===== src/rtl/time_keeper.sv =====
// 24-hour timekeeping core: 1 Hz prescaler, hour/min/sec counters and a two-button setting FSM.
// Define CHIME_EN to build the hourly chime pulse; otherwise chime is tied to 0.
module time_keeper #(
    parameter int TICK_DIV = 50_000_000,
    parameter int CNT_W    = 26
) (
    input  logic       clk,
    input  logic       rst,
    input  logic       btn_mode,
    input  logic       btn_inc,
    output logic [4:0] hour,
    output logic [5:0] min,
    output logic [5:0] sec,
    output logic [1:0] set_mode,
    output logic       sec_tick,
    output logic       chime
);

    typedef enum logic [1:0] {
        RUN      = 2'b00,
        SET_HOUR = 2'b01,
        SET_MIN  = 2'b10
    } mode_e;

    localparam logic [CNT_W-1:0] PRESC_MAX = CNT_W'(TICK_DIV - 1);

    mode_e            state_q, state_d;
    logic [CNT_W-1:0] presc_q, presc_d;
    logic [4:0]       hour_q, hour_d;
    logic [5:0]       min_q, min_d;
    logic [5:0]       sec_q, sec_d;
    logic             sec_tick_q;
    logic             tick;
    logic             advance;

    assign tick    = (state_q == RUN) && (presc_q == PRESC_MAX);
    // A mode press on a tick cycle leaves RUN, so that tick never advances the time.
    assign advance = tick && !btn_mode;

    always_ff @(posedge clk or posedge rst) begin
        if (rst) begin
            state_q    <= RUN;
            presc_q    <= '0;
            hour_q     <= '0;
            min_q      <= '0;
            sec_q      <= '0;
            sec_tick_q <= 1'b0;
        end else begin
            state_q    <= state_d;
            presc_q    <= presc_d;
            hour_q     <= hour_d;
            min_q      <= min_d;
            sec_q      <= sec_d;
            sec_tick_q <= advance;
        end
    end

    always_comb begin
        state_d = state_q;
        presc_d = presc_q;
        hour_d  = hour_q;
        min_d   = min_q;
        sec_d   = sec_q;
        case (state_q)
            RUN: begin
                if (btn_mode) begin
                    state_d = SET_HOUR;
                    presc_d = '0;
                end else if (tick) begin
                    presc_d = '0;
                    if (sec_q == 6'd59) begin
                        sec_d = '0;
                        if (min_q == 6'd59) begin
                            min_d  = '0;
                            hour_d = (hour_q == 5'd23) ? 5'd0 : hour_q + 5'd1;
                        end else begin
                            min_d = min_q + 6'd1;
                        end
                    end else begin
                        sec_d = sec_q + 6'd1;
                    end
                end else begin
                    presc_d = presc_q + 1'b1;
                end
            end
            SET_HOUR: begin
                presc_d = '0;
                if (btn_mode) begin
                    state_d = SET_MIN;
                end else if (btn_inc) begin
                    hour_d = (hour_q == 5'd23) ? 5'd0 : hour_q + 5'd1;
                end
            end
            SET_MIN: begin
                presc_d = '0;
                if (btn_mode) begin
                    state_d = RUN;
                    sec_d   = '0;
                end else if (btn_inc) begin
                    min_d = (min_q == 6'd59) ? 6'd0 : min_q + 6'd1;
                end
            end
            default: begin
                state_d = RUN;
                presc_d = '0;
            end
        endcase
    end

`ifdef CHIME_EN
    logic chime_q;
    logic rollover;

    assign rollover = (min_q == 6'd59) && (sec_q == 6'd59);

    always_ff @(posedge clk or posedge rst) begin
        if (rst) begin
            chime_q <= 1'b0;
        end else begin
            chime_q <= advance && rollover;
        end
    end

    assign chime = chime_q;
`else
    assign chime = 1'b0;
`endif

    assign hour     = hour_q;
    assign min      = min_q;
    assign sec      = sec_q;
    assign set_mode = state_q;
    assign sec_tick = sec_tick_q;

endmodule


===== config.mk =====
export PLATFORM = sky130hd
export DESIGN_NAME = time_keeper
export DESIGN_NICKNAME = d
export VERILOG_FILES = /design/src/rtl/time_keeper.sv
export SDC_FILE = /design/constraint.sdc
export NUM_CORES = 1
export LEC_CHECK = 0
export CELL_PAD_IN_SITES_DETAIL_PLACEMENT = 1
export CELL_PAD_IN_SITES_GLOBAL_PLACEMENT = 1
export CORE_UTILIZATION = 47
export DETAILED_ROUTE_END_ITERATION = 7
export HOLD_SLACK_MARGIN = 0.02
export PLACE_DENSITY_LB_ADDON = 0.3
export SLEW_MARGIN = 20
export SYNTH_ARGS = -nofsm -noshare
export SYNTH_HDL_FRONTEND = slang
export SYNTH_SLANG_ARGS = --single-unit

===== constraint.sdc =====
create_clock -name clk -period 5.4 [get_ports clk]
set_input_delay 0.81 -clock clk [delete_from_list [all_inputs] [get_ports clk]]
set_output_delay 0.81 -clock clk [all_outputs]
set_load 0.02 [all_outputs]

# After elaboration in Yosys (flattened, before gate mapping)
# Index checks and enable logic that the tools add are counted.
[totals]
regBits = 46
in_bits = 4
output_inout_bits = 21
word_cells = 64
[classes]
n_addsub = 4
eq_ne = 17
n_mux = 27
n_reduce_logical = 10
[op_table]
columns = ["op", "n"]
rows = [
  ["26-bit 2-to-1 mux", 3],
  ["6-bit 2-to-1 mux", 10],
  ["5-bit 2-to-1 mux", 7],
  ["26-bit by 1-bit adder with 26-bit output, second input constant", 1],
  ["26-bit == test, second input constant", 1],
  ["6-bit one-hot mux with 2 select lines", 2],
  ["2-bit inequality test, second input constant", 9],
  ["6-bit by 1-bit adder with 6-bit output, second input constant", 2],
  ["6-bit == test, second input constant", 2],
  ["5-bit one-hot mux with 2 select lines", 1],
  ["7-bit AND reduction", 1],
  ["2-bit 2-to-1 mux", 3],
  ["2-bit one-hot mux with 3 select lines", 1],
  ["6-bit AND reduction", 1],
  ["5-bit by 1-bit adder with 5-bit output, second input constant", 1],
  ["5-bit == test, second input constant", 1],
  ["2-bit by 1-bit inequality test with 1-bit output, second input constant", 2],
  ["4-bit AND reduction", 1],
  ["2-bit nonzero test", 2],
  ["3-bit AND reduction", 1],
  ["2-bit by 1-bit == test with 1-bit output, second input constant", 1],
  ["2-bit == test, second input constant", 1],
  ["1-bit logical AND", 2],
  ["2-bit logical NOT", 1],
  ["1-bit logical NOT", 1],
]

# Logic depth before layout (Yosys ltp)
[logic_depth]
depth_word = 7
ltp_mapped = 6
ltp_nobuf = 6

# Worst setup path before layout
# OpenSTA, ideal clock, no wires.
[synth_timing]
kind = "register -> register"
startpoint = "reg sec_q[1] (netlist: sec[1])"
endpoint = "reg min_q[2] (netlist: min[2])"
setup_time_ps = 128
arrival_time_ps = 1954
required_ps = 5272
path_slack_ps = 3319
path_stages_with_launch = 7
synth_period_minus_slack_ps = 2081
path_cell_list = "dfrtp_1 > ha_1 > nor2b_1 > nand4_1 > o41a_1 > nor4_1 > mux2_1"
[synth_via]
elab_chain_cells = 3
[synth_rtl]
columns = ["element", "line", "rtl"]
rows = [
  ["start: declaration", "31", "logic [5:0] sec_q, sec_d;"],
  ["start signal: assignment", "46", "sec_q <= '0;"],
  ["start signal: assignment", "53", "sec_q <= sec_d;"],
  ["6-bit == test", "71", "if (sec_q == 6'd59) begin"],
  ["2-bit by 1-bit inequality test with 1-bit output (no line)", "n/a", ""],
  ["6-bit AND reduction (no line)", "n/a", ""],
  ["end signal: assignment", "52", "min_q <= min_d;"],
  ["end: declaration", "30", "logic [5:0] min_q, min_d;"],
]
# Every way passes these cells.
# A chain may end at the register's enable or synchronous reset.

# Final worst setup path
[layout_timing]
startpoint = "reg state_q[0] (netlist: set_mode[0])"
endpoint = "out set_mode[0]"
[layout_rtl]
columns = ["element", "line", "rtl"]
rows = [
  ["start: declaration", "27", "mode_e state_q, state_d;"],
  ["start signal: assignment", "49", "state_q <= state_d;"],
  ["end: declaration", "14", "output logic [1:0] set_mode,"],
]
# No word-level cell between the ends.

==> impl_results.md <==
- Final setup fails: 0
- Die W: 73.90 um
- Drt pass-1 iters: 4
- CTS H-tree depth: 2
- Via Count: about 1.9k
- Core ar.: about 0.0048 sq mm
- Cell leakage power: between 1 and 1.5 nW
- WL per Instance: about 17 um
- Starting Density: 50.12%
- Slowest-stage cell, CP: clkdlybuf4s50_1
- Syn. warnings: 0
- Slew margin rel.: a little under half
- Vias/cell: between 5 and 6
- Yosys top cell by area: dfrtp_1
- Final Net Count: 281
- Setup TNS: 0 ns
- Synth Cell Area: ~0.0024 sq mm
- Vias in the first global route: approximately 2k
- Leading post-synthesis cells by cell area: dfrtp_1, nor2_1, xnor2_1
- Status: finished clean
- Root buf cell: clkbuf_8
- Avg Inst Size Synth: 9.719 sq um
- Dpl hpwl: roughly 4000 um
- Distinct cells, synth: between 40 and 50
- Proportion of synthesized area in mux cells: under 10%
- GRT overflow: 0
- Filler cells: around 560
- Synth top area share: approximately 47%
- Post-route DRC: 0
- Remaining antenna violation count: 0
- Syn Nets: ~260
- CTS tree: yes
- Peak VDD IR: about 0.00015 V
- Cells along the critical path: clkdlybuf4s50_1
- Main combinational cell family by area after synthesis: simple AND/OR/NAND/NOR gates
- Hold Path Cell Cnt: 2
- GP Congestion: 0.7578
- TritonCTS Sinks: 46
- Period Utilization, post-route: between 40% and 50%
- Num CTS Buffers: 5
- RSZ-0062 raised after global routing: false
- Crit path largest cell delay: ~0.70 ns
- Antenna fix cells: 0
- Multi-input logic area: around 0.0012 sq mm
- CTS clk-pin slew, worst paths: roughly 0.08 ns
- Power Total: roughly 0.91 mW
- End of the worst register-to-register path: presc_q[22]$_DFF_PP0_
- Synth Area in Simple Gates: between 20% and 30%
- CP startpoint kind: register
- EDFF count, synth: 0
- Min cycle time layout: ~2.5 ns
- Power density over the cells: between 300 and 400 mW/mm^2
- Count leader, synth: dfrtp_1
- First-pass GRT wire length: approximately 9500 um
- Flip-flop and latch count after synthesis: 46
- Hold Startpoint: presc_q[23]$_DFF_PP0_
- Primary FF master, synth: dfrtp_1
- Clock skew: 0.007026 ns
- Worst min path class: register to register
- Top cell family by delay on the critical path: buffers and inverters
- Synth Area in XOR/XNOR: roughly 8.3%
- Height of the die: around 74 um
- Post-synthesis adder-cell area fraction: a little over 2%
- Worst min-delay path endpoint: presc_q[23]$_DFF_PP0_
- Kind of critical path: register to output pin
- Port bufs: 23
- IO Count: 25
- Area Overhead vs Synth: 15.04%
- Die area: approximately 0.0055 sq mm
- Post-CTS Setup Inserts: 0
- Buffers & Inverters on Critical Path: 1
- Pin count of the biggest net entering global routing: between 40 and 50
- Final hold violation count: 0
- CP arrival: 1.64 ns
- CP endpoint kind: output pin
- Compound-Gate Fraction of Synth Area: about a tenth
- Slew Viols, Final: 0
- Resized cells post-CTS: 0
- Maxcap violations: 0
- DR iter-0 viols: between 100 and 150
- Reg area: 0.001151 sq mm
- Fmax: 408.1 MHz
- Overall routing resource usage: between 20% and 30%
- FF-to-FF Start: presc_q[0]$_DFF_PP0_
- Share of cells above drive strength 1: roughly 6.6%
- Path depth of the worst reg2reg path: 6
- Post-synth ARST share: 100.0%
- Critical path peak fanout: 16
- Routed wire length: approximately 5600 um
- Post-synthesis cell count: 250
- CP required: approximately 4.6 ns
- Flop-to-flop setup slack: about 3 ns
- Clock Path Buffers: 2
- Hold buffer count at cts: 0
- Initial antenna violation count: 0
- Worst slew pin tran: between 0.8 and 0.9 ns
- Post-synthesis sequential area ratio: between 40% and 50%
- Top post-synthesis cells by count: dfrtp_1, nor2_1, nand3_1
- Site Rows: 25
- Skew-Pair Late Insertion Delay: between 0.2 and 0.3 ns
[power breakdown]
| part | switching (mW) | internal [mW] | total [mW] |
|---|---|---|---|
| combinational | 0.147 | 0.120 | 0.267 |
| sequential | 0.0659 | 0.382 | 0.448 |
| clock | 0.107 | 0.0893 | 0.197 |
[sequential cells by signal, summed over array words and instances (netlist names)]
| name | cells |
|---|---|
| hour | 5 |
| min | 6 |
| presc_q | 26 |
| sec | 6 |
| sec_tick | 1 |
| set_mode | 2 |
[per-layer routing]
metal  up-vias  GRT usage [%]  routed length, um
met4         0          8.120                 98
li1        941              -                  -
met5         -              0                  0
met3         9          2.881                156
met2        29          35.86               2579
met1       954          32.67               2783
[worst max path at each step]
| stage | startpoint | endpoint | slack [ns] | cells after the start |
|---|---|---|---|---|
| 2_1_floorplan | sec[1]$_DFFE_PP0P_ | min[2]$_DFFE_PP0P_ | 3.32 | 6 |
| 3_3_place_gp | btn_mode | hour[4]$_DFFE_PP0P_ | 2.84 | 6 |
| 3_5_place_dp | btn_mode | hour[4]$_DFFE_PP0P_ | 2.74 | 6 |
| 4_1_cts | set_mode[0]$_DFFE_PP0P_ | set_mode[0] | 2.94 | 1 |
| 5_1_grt | set_mode[0]$_DFFE_PP0P_ | set_mode[0] | 2.86 | 1 |
| 6_report | set_mode[0]$_DFFE_PP0P_ | set_mode[0] | 2.95 | 1 |
[kinds of logic after synthesis]
logic type      Yosys count
simple gates            114
flops                    46
compound gates           37
xor+xnor                 23
buf+inv                  18
mux                       7
fa+ha+maj                 4
other cells               1
[cell usage in the layout (no fill, tap or decap), types with 3 or more instances in the layout]
master	n
mux2_1	3
nand3_1	14
ha_1	4
and4_1	4
xor2_1	11
nor2_1	33
a21oi_1	6
nand2_1	12
mux2_2	4
xnor2_1	12
nand3b_1	3
clkdlybuf4s50_1	23
and2_1	3
or3_1	4
and3_1	7
nor4_1	8
clkbuf_8	5
o21ai_0	13
dfrtp_1	46
nor2b_1	4
nand4_1	10
inv_1	9
[area by class of cell]
cell class | count | area share [%]
Timing Repair Buffer | 24 | 8.505
Inverter | 10 | 1.388
Clock buffer | 7 | 2.731
Multi-Input combinational cell | 186 | 43.20
Tap cell | 67 | 2.999
Sequential cell | 46 | 41.18
[metrics by stage]
step / instance area [sq um] / hold WS, ns / util [%] / worst slack (ns) / cells
3_3_place_gp: 2718 / 0.5267 / 56.05 / 2.841 / 333
3_5_place_dp: 2718 / 0.5422 / 56.05 / 2.739 / 333
6_report: 2795 / 0.5541 / 57.65 / 2.950 / 340
4_1_cts: 2794 / 0.5578 / 57.63 / 2.942 / 340
5_1_grt: 2795 / 0.5697 / 57.65 / 2.856 / 340
2_1_floorplan: 2430 / 0.4878 / - / 3.319 / 250
(Power assumes the default switching activity.)
